--- config.mk ---
export PLATFORM = sky130hd
export DESIGN_NAME = encoder_8_3_seq
export DESIGN_NICKNAME = d
export VERILOG_FILES = /design/src/rtl/encoder_8_3_seq.sv
export SDC_FILE = /design/constraint.sdc
export NUM_CORES = 1
export LEC_CHECK = 0
export ABC_CLOCK_PERIOD_IN_PS = 2300
export BUFFER_PORTS_ARGS = -buffer_cell sky130_fd_sc_hd__buf_2
export CELL_PAD_IN_SITES_DETAIL_PLACEMENT = 1
export CELL_PAD_IN_SITES_GLOBAL_PLACEMENT = 2
export CORE_AREA = 10 10 68 70
export DETAILED_ROUTE_END_ITERATION = 10
export DIE_AREA = 0 0 78 80
export PLACE_DENSITY = 0.81
export RECOVER_POWER = 50
export SETUP_SLACK_MARGIN = 0.1
export SLEW_MARGIN = 20
export SYNTH_ARGS = -nofsm -noshare
export SYNTH_HDL_FRONTEND = slang
export SYNTH_SLANG_ARGS = --single-unit
--- constraint.sdc ---
create_clock -name clk -period 2.3 [get_ports clk]
set_clock_uncertainty 0.05 [all_clocks]
set_input_delay 0.115 -clock clk [delete_from_list [all_inputs] [get_ports clk]]
set_output_delay 0.115 -clock clk [all_outputs]
set_load 0.02 [all_outputs]
--- src/rtl/encoder_8_3_seq.sv ---
// encoder_8_3_seq
//   Sequential 8-to-3 encoder. Accepts a multi-hot request vector through a
//   valid/ready handshake and streams out one 3-bit index per output beat,
//   flagging the final index of each vector with Out_last.
//
// Parameters
//   RR_EN      0: fixed priority, highest set bit first
//              1: round-robin, search starts at (last granted index + 1) mod 8
//
// Ports
//   clk        rising-edge clock
//   rst_n      asynchronous active-low reset
//   E          enable; gates acceptance of new vectors only
//   req_valid  In holds a vector to encode
//   req_ready  block can accept a vector this cycle (E && IDLE)
//   In         multi-hot request vector
//   code_valid Out holds a valid index
//   code_ready consumer takes Out this cycle
//   Out        encoded bit index
//   Out_last   Out is the final index of the current vector
//   pend       requests not yet emitted, excluding the one on Out
module encoder_8_3_seq #(
  parameter int unsigned RR_EN = 0
) (
  input  logic       clk,
  input  logic       rst_n,
  input  logic       E,
  input  logic       req_valid,
  output logic       req_ready,
  input  logic [7:0] In,
  output logic       code_valid,
  input  logic       code_ready,
  output logic [2:0] Out,
  output logic       Out_last,
  output logic [7:0] pend
);

  typedef enum logic {
    S_IDLE = 1'b0,
    S_BUSY = 1'b1
  } state_t;

  state_t     r_state;
  logic [2:0] r_last_ptr;

  logic [7:0] w_src;
  logic [2:0] w_sel;
  logic [7:0] w_pend_nx;

  function automatic logic [2:0] f_select(input logic [7:0] v, input logic [2:0] lp);
    logic [2:0] idx;
    logic [2:0] sel;
    logic       found;
    sel   = '0;
    found = 1'b0;
    if (RR_EN == 0) begin
      // Ascending scan; the last hit wins, giving the highest set bit.
      for (int unsigned i = 0; i < 8; i++) begin
        if (v[i]) sel = 3'(i);
      end
    end else begin
      // Wrap-around scan starting one past the last grant.
      for (int unsigned k = 1; k <= 8; k++) begin
        idx = lp + 3'(k);
        if (!found && v[idx]) begin
          sel   = idx;
          found = 1'b1;
        end
      end
    end
    return sel;
  endfunction

  // One selector serves both the accept path (In) and the drain path (pend).
  always_comb begin
    w_src     = (r_state == S_IDLE) ? In : pend;
    w_sel     = f_select(w_src, r_last_ptr);
    w_pend_nx = w_src & ~(8'd1 << w_sel);
  end

  assign req_ready = E && (r_state == S_IDLE);

  always_ff @(posedge clk or negedge rst_n) begin
    if (!rst_n) begin
      r_state    <= S_IDLE;
      r_last_ptr <= 3'd7;
      code_valid <= 1'b0;
      Out        <= '0;
      Out_last   <= 1'b0;
      pend       <= '0;
    end else begin
      case (r_state)
        S_IDLE: begin
          if (req_valid && req_ready && (In != '0)) begin
            Out        <= w_sel;
            pend       <= w_pend_nx;
            Out_last   <= (w_pend_nx == '0);
            r_last_ptr <= w_sel;
            code_valid <= 1'b1;
            r_state    <= S_BUSY;
          end
        end
        S_BUSY: begin
          if (code_valid && code_ready) begin
            if (pend != '0) begin
              Out        <= w_sel;
              pend       <= w_pend_nx;
              Out_last   <= (w_pend_nx == '0);
              r_last_ptr <= w_sel;
            end else begin
              code_valid <= 1'b0;
              Out_last   <= 1'b0;
              r_state    <= S_IDLE;
            end
          end
        end
        default: r_state <= S_IDLE;
      endcase
    end
  end

endmodule
==> results of run 1 <==
==> report_power, final <==
group | internal, mW | switching (mW) | total [mW]
Clock | 0.0611 | 0.0907 | 0.152
Combinational | 0.478 | 0.676 | 1.15
Sequential | 0.353 | 0.112 | 0.465
==> sequential cells by signal, indices dropped and copies added (netlist names) <==
name,count
pend,8
Out,3
Out_last,1
code_valid,1
r_state,1
==> path summary, 6_finish.rpt <==
path | slack (ns) | cells past startpoint | end | startpoint
setup / recovery | 0.26 | 5 | Out_last | pend[7]
hold / removal | 0.05 | 3 | pend[1] | In[1]
setup reg to reg | 0.26 | 5 | Out_last | pend[7]
hold reg to reg | 0.47 | 2 | Out_last | Out_last
max in group asynchronous | 1.27 | 2 | r_state | rst_n
min in group asynchronous | 0.37 | 2 | pend[1] | rst_n
==> through the flow <==
| stage | power [mW] | hold WS [ns] | std cells |
|---|---|---|---|
| global placement | 1.596 | -0.009213 | 178 |
| CTS | 1.777 | 0.05454 | 182 |
| detailed placement | 1.622 | -0.006528 | 178 |
| finish | 1.771 | 0.05224 | 183 |
| global route | 1.927 | 0.07860 | 183 |
| floorplan | 1.231 | -0.2306 | 104 |
==> repair_timing <==
item                                    CTS  global route
endpoints found under the setup margin    0             1
hold buffers                              1             0
setup buffers                             0             1
gates resized for setup                   0             2
hold endpoints to repair                 14             0
==> placed cells by master (no fill, tap or decap), drive strengths merged, types with 2 or more instances in the layout <==
| master | instances |
|---|---|
| o31ai | 2 |
| nand2 | 6 |
| o32ai | 2 |
| clkbuf | 11 |
| or3b | 3 |
| a21oi | 6 |
| nor3 | 2 |
| inv | 4 |
| o21ai | 6 |
| a22oi | 2 |
| mux2 | 2 |
| o21bai | 2 |
| a32o | 3 |
| dfrtp | 14 |
| nor2b | 7 |
| nor2 | 12 |
| buf | 25 |
| nand3 | 3 |
| or3 | 3 |
| or4 | 2 |
| a221o | 2 |
| mux2i | 4 |
==> critical path: stages, from the launching register on <==
cell      delay [ns]
dfrtp_1         0.45
or3b_1          0.46
a222oi_1        0.44
a221o_1         0.23
nand4b_1        0.09
o31ai_1         0.24
==> cell families (layout without fill, tap and decap cells) <==
| kind of cell | Yosys count | count (layout) | share of synthesized area (%) |
|---|---|---|---|
| buffers and inverters | 8 | 41 | 3.763 |
| AO/OA/AOI/OAI | 34 | 34 | 27.42 |
| multiplexers | 6 | 6 | 6.720 |
| AND/OR/NAND/NOR | 42 | 42 | 24.46 |
| flip-flops | 14 | 14 | 37.63 |
==> final cells by class <==
cell class	count	area, um2	share of cell area [%]
Multi-Input combinational cell	82	545.5	46.28
Sequential cell	14	351.6	29.83
Timing Repair Buffer	34	186.4	15.82
Tap cell	46	57.56	4.883
Clock buffer	3	22.52	1.911
Inverter	4	15.01	1.274
==> per-layer routing <==
metal | global-route usage, % | wire length [um] | up-vias
met5 | 0 | 0 | -
met4 | 6.093 | 92 | 0
met3 | 2.027 | 122 | 7
li1 | - | - | 466
met1 | 11.85 | 1407 | 491
met2 | 16.92 | 1536 | 19
==> run metrics, run 1 <==
status finished clean; synth warn 0; Max-Cap Viols 0; CP Launch Type flop; die area 6240 um2; Cell variety after synth 37; RePlAce Congestion 0.9000; share of layout cells above drive strength 1 23.36%; area share of the largest cell type after synthesis 37.63%; GR Overflow Total 0; maximum root-to-sink buffer count 2; Post-synth EDFFs 0; Syn Nets 117; Setup CP Type flop to flop; Root Driver clkbuf_4; leak pwr 0.5262 nW; DRC Markers 0; worst setup margin 0.2646 ns; Starting Density 28.34%; Area after DPL 1144 um2; initial antenna violation count 0; worst skew pair latency 0.29 ns; hpwl dp 2516 um; CP endpoint kind flop; Finished Cell Area 1179 um2; Die Y 80 um; TritonCTS clock tree done; number of vias per cell 5.372; Commonest cells post-synth dfrtp_1, nor2_1, nor2b_1; flops & latches, synth 14; Final Hold Viols 0; Mapped Cells 104; Main synth FF type dfrtp_1; Layout area overhead 26.61%; Max Slew Vio Count 0; core area 3284 um2; DRT iter0 DRCs 36; worst slew pin tran 0.8173 ns; Avg WL per Cell 17.26 um; row count 21; total I/O pin count 27; Worst Path Max Fanout 7; pwr dens 1503 nW/um2; cells taking the most area after synthesis dfrtp_1, nor2_1, nor2b_1; Worst Hold Class input port to flop; port buffer count 26; Clock Sinks 14; Fill cells 402; final core occ 35.89%; Worst-path clk slew 0.09 ns; antenna-violating nets left 0; Synth area leader dfrtp_1; fin nets 152; setup violators final 0; First-pass DRT Iterations 4; Mean Syn Cell Area 8.951 um2; Critical Path AT 2.19 ns; worst slack, placed 0.1654 ns; overall routing resource usage 10.17%; DR vias 983; cell with the most instances after synthesis dfrtp_1; setup TNS 0 ns; Worst Path Required 2.46 ns; vias in the first global route 1007; max_slew headroom 45.51%; global-route wire length before repair 5064 um; worst ir drop on vdd 0.4060 mV; WL final 3159 um; maximum clock rate 491.3 MHz; Final min period 2.035 ns; RSZ-0062 raised after global routing no; CTS buffer count 3; Post-Syn Area 930.9 um2; die width 78 um; asr flop ratio synth 100.0%; # diodes 0; register area share after synthesis 37.63%; largest net degree at the start of global routing 19; H-tree depth 1; Final Cycle Share 88.49%
(Power assumes the default switching activity.)
==> run 2: changes to the inputs <==
Settings changed: ABC_AREA set to 1, CORE_AREA 10 10 68 70 to 10 10 72 74, DIE_AREA 0 0 78 80 to 0 0 82 84, PLACE_DENSITY 0.81 to 0.79.
==> run 2 against run 1 <==
Net effect: first-iteration DRC count grew 8.3%; critical path depth grew 6; core utilization is 6.7 points lower; largest power group unchanged; largest cell class unchanged; sequential power down 19%; final area is 4.4% lower; count of clock-buffer cells in the layout is 1 higher; flip-flop and latch count unchanged; global-route usage shrank 1.8 points.
==> run metrics, run 2 <==
CP endpoint Out_last; critical path's largest stage delay 0.53 ns (+0.07 ns); Worst Setup SP r_state; Final Hold Viols 0 (unchanged); Clock Sinks 14 (unchanged); total I/O pin count 27 (unchanged); Fill cells 533 (+33%); hpwl dp 2374 um (-5.6%); overall routing resource usage 8.340% (-1.8 points); FF/Latch Area 350.3 um2 (-0.36%); Synth area leader dfrtp_1; Final Cycle Share 79.73% (-8.8 points); Die Y 84 um (+5.0%); DRT iter0 DRCs 39 (+8.3%); most frequent cells in the layout nand2_1, inv_1, nor2_1, buf_2; M2 GR Usage 12.77% (-4.1 points); global-route wire length before repair 4671 um (-7.8%); leak pwr 0.6439 nW (+22%); asr flop ratio synth 100.0% (unchanged); Post-Synth Simple-Gate Area 38.42% (+14 points); r2r startpoint r_state; flops & latches, synth 14 (unchanged); pwr dens 1192 nW/um2 (-21%); largest registers pend (8), Out (3); mux contribution to synthesized area 0% (-6.7 points); Critical Path AT 1.97 ns (-0.22 ns); area share of the largest cell type after synthesis 38.83% (+1.2 points); worst hold slack 0.08450 ns (+0.03226 ns); Cell variety after synth 17 (-54%); family with the most delay on the worst path simple AND/OR/NAND/NOR gates; largest net degree at the start of global routing 20 (+1); Post-Syn Area 902.1 um2 (-3.1%); Mean Syn Cell Area 6.398 um2 (-29%); share of layout cells above drive strength 1 17.65% (-5.7 points); synthesized-area fraction occupied by adder cells 0% (unchanged); Commonest cells post-synth nand2_1, inv_1, nor2_1; Top reg by flops pend; status finished clean; area of the multi-input gates 442.9 um2 (-19%); setup TNS 0 ns (unchanged); Mapped Cells 141 (+36%); CP Depth 11 (+6); worst slew pin tran 0.7878 ns (-0.02951 ns); Syn Nets 154 (+32%); Reg2Reg Capture Point Out_last; CP endpoint kind flop; Final min period 1.834 ns (-0.2016 ns); most common cell after layout, fill and taps aside nand2_1; initial antenna violation count 0 (unchanged); reg2reg path depth 11 (+6); Worst Hold Class input port to flop; Max-Cap Viols 0 (unchanged); cells taking the most area after synthesis dfrtp_1, nand2_1, inv_1; antenna-violating nets left 0 (unchanged); setup violators final 0 (unchanged); port buffer count 26 (unchanged); Worst Path Required 2.43 ns (-0.03 ns); grt met3 use 1.940% (-0.087 points); CTS buffer count 3 (unchanged); worst skew pair latency 0.24 ns (-0.05 ns); Main synth FF type dfrtp_1; fin nets 184 (+21%); TritonCTS clock tree done; Layout area overhead 24.97%; crit path max-delay cell type dfrtp_1; max reg flops 8 (unchanged); vias in the first global route 995 (-1.2%); Starting Density 23.39% (-4.9 points); die width 82 um (+5.1%); DRC Markers 0 (unchanged); Worst-path clk slew 0.06 ns (-0.03 ns); number of vias per cell 4.227 (-21%); DR vias 930 (-5.4%); WL final 2795 um (-12%); Setup CP Type flop to flop; post-CTS repair timing setup buffer count 0 (unchanged); main combinational cell family by area after synthesis simple AND/OR/NAND/NOR gates; First-pass DRT Iterations 4 (unchanged); die area 6888 um2 (+10%); RSZ-0062 raised after global routing no; post-synthesis compound-gate area fraction 10.68% (-17 points); Reg2Reg Setup Slack 0.47 ns (+0.20 ns); register area share after synthesis 38.83% (+1.2 points); # diodes 0 (unchanged); synth warn 0 (unchanged); maximum clock rate 545.3 MHz (+11%); worst ir drop on vdd 0.3860 mV (-4.9%); Worst Path Max Fanout 15 (+8); XOR/XNOR Fraction of Synth Area 0% (unchanged); critical path, cell by cell inv_2 -> nand2_1 -> nand2_1 -> nand2_2 -> nor2_2 -> nand2_1 -> nand2_1 -> nand3_1 -> nor2_1 -> nand3_1 -> nand2_1; RePlAce Congestion 0.7994 (-11%); core area 3856 um2 (+17%); Post-synth EDFFs 0 (unchanged); maximum root-to-sink buffer count 2 (unchanged); gr busiest metal met2; CP bufs+invs 1 (+1); CP Launch Type flop; Max Slew Vio Count 0 (unchanged); GRT met1 Usage 11.00% (-0.85 points); Top cell by count, worst path nand2_1; Root Driver clkbuf_8; H-tree depth 1 (unchanged); row count 23 (+9.5%); cell with the most instances after synthesis nand2_1; Avg WL per Cell 12.70 um (-26%); GR Overflow Total 0 (unchanged); max_slew headroom 47.48% (+2.0 points)
run 2: final cells by class:
cell class | count | area share, %
multi-input cells | 102 | 39.29
well taps | 50 | 5.549
clock buffers | 4 | 4.883
inverters | 23 | 7.658
repair buffers | 27 | 11.54
flip-flops and latches | 14 | 31.08
run 2: through the flow:
step | cells | setup WS (ns) | cell area (um2) | total power [mW] | utilization [%]
final | 220 | 0.4662 | 1127 | 1.343 | 29.23
after global routing | 220 | 0.1690 | 1127 | 1.493 | 29.23
after CTS | 220 | 0.4303 | 1137 | 1.386 | 29.49
after detailed placement | 215 | 0.4639 | 1072 | 1.135 | 27.81
after global placement | 215 | 0.4524 | 1072 | 1.121 | 27.81
after floorplan | 141 | 0.6321 | 902.1 | 0.9307 | -
run 2: cell families (layout without fill, tap and decap cells):
kind of cell    count (synthesis)  after routing
compound gates                 18             18
flops                          14             14
buf+inv                        25             54
simple gates                   84             84
run 2: power by group:
group	internal [mW]	switching, mW	total [mW]	leakage, nW
logic	0.230	0.500	0.731	0.432
registers	0.313	0.0616	0.375	0.183
clock network	0.152	0.0861	0.238	0.0288
run 2: how the worst min path moves through the flow:
stage	start	endpoint	slack, ns	cells past startpoint
2_1_floorplan	rst_n	Out[0]	-0.23	0
3_3_place_gp	rst_n	Out[2]	-0.01	1
3_5_place_dp	rst_n	Out[2]	-0.01	1
4_1_cts	code_ready	code_valid	0.08	4
5_1_grt	code_ready	code_valid	0.09	4
6_report	code_ready	code_valid	0.08	4
run 2: repair_timing:
item | CTS | global route
gates resized for setup | 0 | 0
hold buffers | 1 | 0
hold endpoints to repair | 14 | 0
run 2: routing by layer:
layer / vias to the layer above / part of all wire, %
li1: 487 / -
met1: 418 / 50
met2: 21 / 42
met3: 4 / 5.9
met4: 0 / 1.1
met5: - / 0
run 2: worst min-delay path: cells and delay by family:
kind	cells	cell delay, ns
buf+inv	1	0.09
simple gates	3	0.14
